===== config.mk =====
export PLATFORM = sky130hd
export DESIGN_NAME = uart_packet_tx
export DESIGN_NICKNAME = d
export VERILOG_FILES = /design/src/rtl/uart_packet_tx.sv
export SDC_FILE = /design/constraint.sdc
export NUM_CORES = 1
export LEC_CHECK = 0
export ABC_AREA = 0
export CAP_MARGIN = 10
export CORE_ASPECT_RATIO = 1.5
export CORE_MARGIN = 2
export CORE_UTILIZATION = 50
export CTS_BUF_LIST = sky130_fd_sc_hd__clkbuf_8
export DETAILED_ROUTE_END_ITERATION = 7
export GPL_TIMING_DRIVEN = 1
export PLACE_DENSITY = 0.78
export SLEW_MARGIN = 40
export SYNTH_ARGS = -nofsm -noshare
export SYNTH_HDL_FRONTEND = slang
export SYNTH_SLANG_ARGS = --single-unit

===== constraint.sdc =====
create_clock -name clk -period 4.35 [get_ports clk]
set_input_delay 1.0875 -clock clk [delete_from_list [all_inputs] [get_ports clk]]
set_output_delay 1.0875 -clock clk [all_outputs]
set_load 0.02 [all_outputs]

===== src/rtl/uart_packet_tx.sv =====
// UART packetizer: FWFT transmit FIFO feeding a framing FSM that drives a
// start/data/parity/stop serial line at CLKS_PER_BIT clocks per bit.
module uart_packet_tx #(
  parameter int DATA_W       = 8,
  parameter int FIFO_DEPTH   = 16,
  parameter int CLKS_PER_BIT = 16,
  parameter int PARITY_EN    = 1,
  parameter int PARITY_ODD   = 0,
  parameter int STOP_BITS    = 1
) (
  input  logic                            clk,
  input  logic                            rst,
  input  logic                            wr_en,
  input  logic [DATA_W-1:0]               data_in,
  input  logic                            tx_ready,
  output logic                            tx_out,
  output logic                            fifo_full,
  output logic                            fifo_empty,
  output logic [$clog2(FIFO_DEPTH):0]     fifo_count,
  output logic                            wr_drop,
  output logic                            tx_busy,
  output logic                            tx_done
);

  localparam int AW = $clog2(FIFO_DEPTH);
  localparam int CW = AW + 1;
  localparam int BW = $clog2(CLKS_PER_BIT);
  localparam int IW = $clog2(DATA_W);

  typedef enum logic [2:0] {IDLE, START, DATA, PARITY, STOP} state_t;

  logic [DATA_W-1:0] mem [FIFO_DEPTH];
  logic [AW-1:0]     wr_ptr, rd_ptr;
  logic [CW-1:0]     count_nxt;
  logic              push, pop, bit_end, last_stop;

  state_t            state;
  logic [BW-1:0]     baud_cnt;
  logic [IW-1:0]     bit_idx;
  logic              stop_idx;
  logic [DATA_W-1:0] shift_p0;
  logic              par_p0;

  assign bit_end   = (baud_cnt == BW'(CLKS_PER_BIT - 1));
  assign last_stop = (state == STOP) && bit_end && (stop_idx == 1'(STOP_BITS - 1));
  assign push      = wr_en && !fifo_full;
  // A pop never frees a slot for a write in the same cycle: push uses the registered full flag.
  assign pop       = ((state == IDLE) || last_stop) && !fifo_empty && tx_ready;

  always_comb begin
    count_nxt = fifo_count;
    if (push && !pop)
      count_nxt = fifo_count + CW'(1);
    else if (pop && !push)
      count_nxt = fifo_count - CW'(1);
  end

  always_ff @(posedge clk) begin
    if (rst) begin
      wr_ptr     <= '0;
      rd_ptr     <= '0;
      fifo_count <= '0;
      fifo_empty <= 1'b1;
      fifo_full  <= 1'b0;
      wr_drop    <= 1'b0;
    end else begin
      if (push) wr_ptr <= wr_ptr + AW'(1);
      if (pop)  rd_ptr <= rd_ptr + AW'(1);
      fifo_count <= count_nxt;
      fifo_empty <= (count_nxt == '0);
      fifo_full  <= (count_nxt == CW'(FIFO_DEPTH));
      wr_drop    <= wr_en && fifo_full;
    end
  end

  always_ff @(posedge clk) begin
    if (push) mem[wr_ptr] <= data_in;
  end

  // Frame data: head word and its parity are captured at the pop edge
  always_ff @(posedge clk) begin
    if (pop) begin
      shift_p0 <= mem[rd_ptr];
      par_p0   <= (^mem[rd_ptr]) ^ (PARITY_ODD != 0);
    end else if ((state == DATA) && bit_end) begin
      shift_p0 <= shift_p0 >> 1;
    end
  end

  always_ff @(posedge clk) begin
    if (rst) begin
      state    <= IDLE;
      tx_out   <= 1'b1;
      tx_busy  <= 1'b0;
      tx_done  <= 1'b0;
      baud_cnt <= '0;
      bit_idx  <= '0;
      stop_idx <= 1'b0;
    end else begin
      tx_done  <= 1'b0;
      baud_cnt <= bit_end ? '0 : baud_cnt + BW'(1);
      case (state)
        IDLE: begin
          tx_out   <= 1'b1;
          tx_busy  <= 1'b0;
          baud_cnt <= '0;
          if (pop) begin
            state   <= START;
            tx_out  <= 1'b0;
            tx_busy <= 1'b1;
          end
        end
        START: begin
          if (bit_end) begin
            state   <= DATA;
            bit_idx <= '0;
            tx_out  <= shift_p0[0];
          end
        end
        DATA: begin
          if (bit_end) begin
            if (bit_idx == IW'(DATA_W - 1)) begin
              stop_idx <= 1'b0;
              if (PARITY_EN != 0) begin
                state  <= PARITY;
                tx_out <= par_p0;
              end else begin
                state  <= STOP;
                tx_out <= 1'b1;
              end
            end else begin
              bit_idx <= bit_idx + IW'(1);
              tx_out  <= shift_p0[1];
            end
          end
        end
        PARITY: begin
          if (bit_end) begin
            state    <= STOP;
            tx_out   <= 1'b1;
            stop_idx <= 1'b0;
          end
        end
        STOP: begin
          // Registered pulse: raise one cycle early so it lands on the final stop cycle
          if ((stop_idx == 1'(STOP_BITS - 1)) && (baud_cnt == BW'(CLKS_PER_BIT - 2)))
            tx_done <= 1'b1;
          if (bit_end) begin
            if (last_stop) begin
              if (pop) begin
                state  <= START;
                tx_out <= 1'b0;
              end else begin
                state   <= IDLE;
                tx_busy <= 1'b0;
              end
            end else begin
              stop_idx <= 1'b1;
            end
          end
        end
        default: state <= IDLE;
      endcase
    end
  end

endmodule


==> metrics.yaml <==
grt:
  grt_pass1_vias: 3751
  antenna_found_initial: 0
  grt_max_degree: 30
  grt_usage: 0.187
  grt_first_pass_wirelength_um: 20400
  grt-ovfl-total: 0
worst_setup_path:
  arrival_ns: 3.36
  cp-end-kind: "register"
  crit_type: "in2reg"
  required_ns: 4.51
  cp_max_fo: 10
  startpoint_type: "input pin"
  ff2ff_path_depth: 6
clocking:
  cts_tree: "built"
  cts_buffers: 17
  clk_pin_slew_ns: 0.08
  cts_buffer_depth: 2
  clock_latency_ns: 0.44
  post_cts_buffers: 0
  cts_resized: 0
  htreeDepth: 4
  postCtsHoldBufs: 0
  clock_sink_count: 171
  cts_root_buffer: "clkbuf_8"
floorplanning:
  die_area_um2: 14900
  start_util: 0.513
  ios: 23
  rows: 52
  dieHeight_um: 149
  die_w_um: 100
  core_um2: 13600
logic_synthesis:
  syn_nets: 451
  syn_inst: 428
  synth_ff_type: "edfxtp_1"
  yosys_register_bits: 171
  synth.avg_cell_area_um2: 16.3
  ys_seq_area_frac: 0.687
  synth_top_area_frac: 0.589
  synth-edff-count: 137
  yosys.area.top_type: "edfxtp_1"
  syn-cell-area_um2: 6980
  synthTopCellsByArea: "edfxtp_1 (59%), dfxtp_1 (9.8%), mux4_2 (7.7%)"
  yosysUniqueCellTypes: 46
  async_flop_share: 0
  ys_warn_count: 0
detailed_routing:
  vias_per_cell: 5.89
  post_drt_wl_per_cell_um: 20.6
  dr.first_iter.drc_count: 354
  drc: 0
  vias: 3743
  ant_nets: 0
  dr.pass1.iters: 5
  routed_wl_um: 13100
pwr:
  ir_worst_vdd_mv: 0.253
  power_density_nw_per_um2: 454
  leakage_nw: 2.48
timing:
  setup_viol: 0
  holdWs_ns: 0.494
  period_needed_ns: 3.20
  grt_setup_unrepaired: "no"
  drv_slew: 0
  min_period_over_period: 0.737
  timing.setup.tns_ns: 0
  clock_skew_ns: 0.00868
  max_freq_mhz: 312
  slew_headroom: 0.462
  fin_ws_ns: 1.15
  hold_viol: 0
  worstMarginPinSlew_ns: 0.805
hold_path:
  hold_path_class: "reg2reg"
  holdPathStages: 1
cells_and_area:
  n_fill_cell: 1013
  num_antenna_cells: 0
  layout.nets: 484
  drive_gt1_frac: 0.154
  multi_input_area_um2: 2050
  seq_area_um2: 4800
  design_area_um2: 7730
  fin_util: 0.569
  synthToLayoutAreaGrowth_pct: 10.8
placement:
  dpl-instance-area_um2: 7370
  routabilityCongestion: 0.844
  post-dp-hpwl_um: 9080
  numPortBuffers: 22
  preCtsSetupSlack_ns: 0.694
flow_run:
  cap_viol_max_count: 0
outcome:
  status: "finished clean"
[worst max-delay path, cell delays in order]
cell	delay (ns)
clkdlybuf4s50_1	0.48
nor2b_1	0.66
nand2_1	0.26
nor3_1	0.60
buf_4	0.27
[logic make-up after synthesis]
logic type	after synthesis	synth area share
DFF	171	0.687
and+or+nand+nor	107	0.0733
muxes	54	0.133
AOI/OAI and AO/OA	40	0.0394
buffers and inverters	26	0.0194
xor gates and xnor gates	19	0.0280
adders and majority gates	11	0.0197
[path summary, 6_finish.rpt]
| kind | start | slack, ns | end |
|---|---|---|---|
| setup reg to reg | register | 1.55 | par_p0 |
| hold / removal | baud_cnt[0] | 0.49 | baud_cnt[0] |
| setup / recovery | wr_en | 1.15 | mem[2][7] |
| hold reg to reg | baud_cnt[0] | 0.49 | baud_cnt[0] |
[metrics by stage]
step | cells | power [mW]
after global placement | 604 | 2.51
after detailed placement | 604 | 2.53
after CTS | 635 | 3.54
after floorplan | 428 | 2.37
after global routing | 635 | 3.66
final | 635 | 3.51
[area by class of cell]
| type | instances | share of cell area |
|---|---|---|
| flip-flops and latches | 171 | 0.621 |
| multi-input cells | 231 | 0.265 |
| repair buffers | 32 | 0.0375 |
| clock buffers | 17 | 0.0303 |
| well taps | 162 | 0.0262 |
| clock inverters | 14 | 0.0163 |
| inverters | 8 | 0.00388 |
[layer usage]
layer  track usage  up-vias  routed length, µm
met5             0        -                  0
met4        0.0705        0                240
met3        0.0409       22                558
met2         0.331      108               7280
met1         0.220     1893               5000
li1              -     1720                  -
[cells in the mapped netlist, types with 6 or more instances]
cell type / instances
nor3_1: 14
mux4_2: 24
mux2i_1: 19
nand2_1: 16
xnor2_1: 11
clkbuf_1: 9
inv_1: 8
edfxtp_1: 137
a21oi_1: 9
mux2_2: 6
dfxtp_1: 34
nor2_1: 43
ha_1: 11
a221oi_1: 8
[where the power goes]
group	switching, mW	internal [mW]
clock network	0.562	0.451
registers	0.0772	1.85
logic	0.279	0.295
[sequential cells by signal, indices dropped and copies added (netlist names), 3 cells and up, named ones only]
register and cells:
baud_cnt 4, bit_idx 3, fifo_count 5, mem 128
rd_ptr 4, shift_p0 8, state 3, wr_ptr 4
[cell usage in the layout, fill, tap and decap left out, types with 2 or more instances in the layout]
master,n
edfxtp_1,137
nor2_1,43
dfxtp_1,33
mux4_2,24
clkdlybuf4s50_1,21
mux2i_1,19
clkbuf_8,17
nand2_1,16
nor3_1,14
xnor2_1,11
ha_1,11
buf_4,10
inv_1,9
a21oi_1,9
a221oi_1,8
mux2_2,6
a22oi_1,5
and2_1,5
mux4_1,5
nand3_1,5
xor2_1,5
nor2b_1,4
o21ai_1,4
nand2b_1,4
nand4_1,4
clkinv_4,4
clkinvlp_4,4
o21ai_0,3
or3_1,3
a31oi_1,2
a32oi_1,2
and3_1,2
o21bai_1,2
xnor2_2,2
nor4b_1,2
clkinv_1,2
Power figures use the tool's default switching activity.
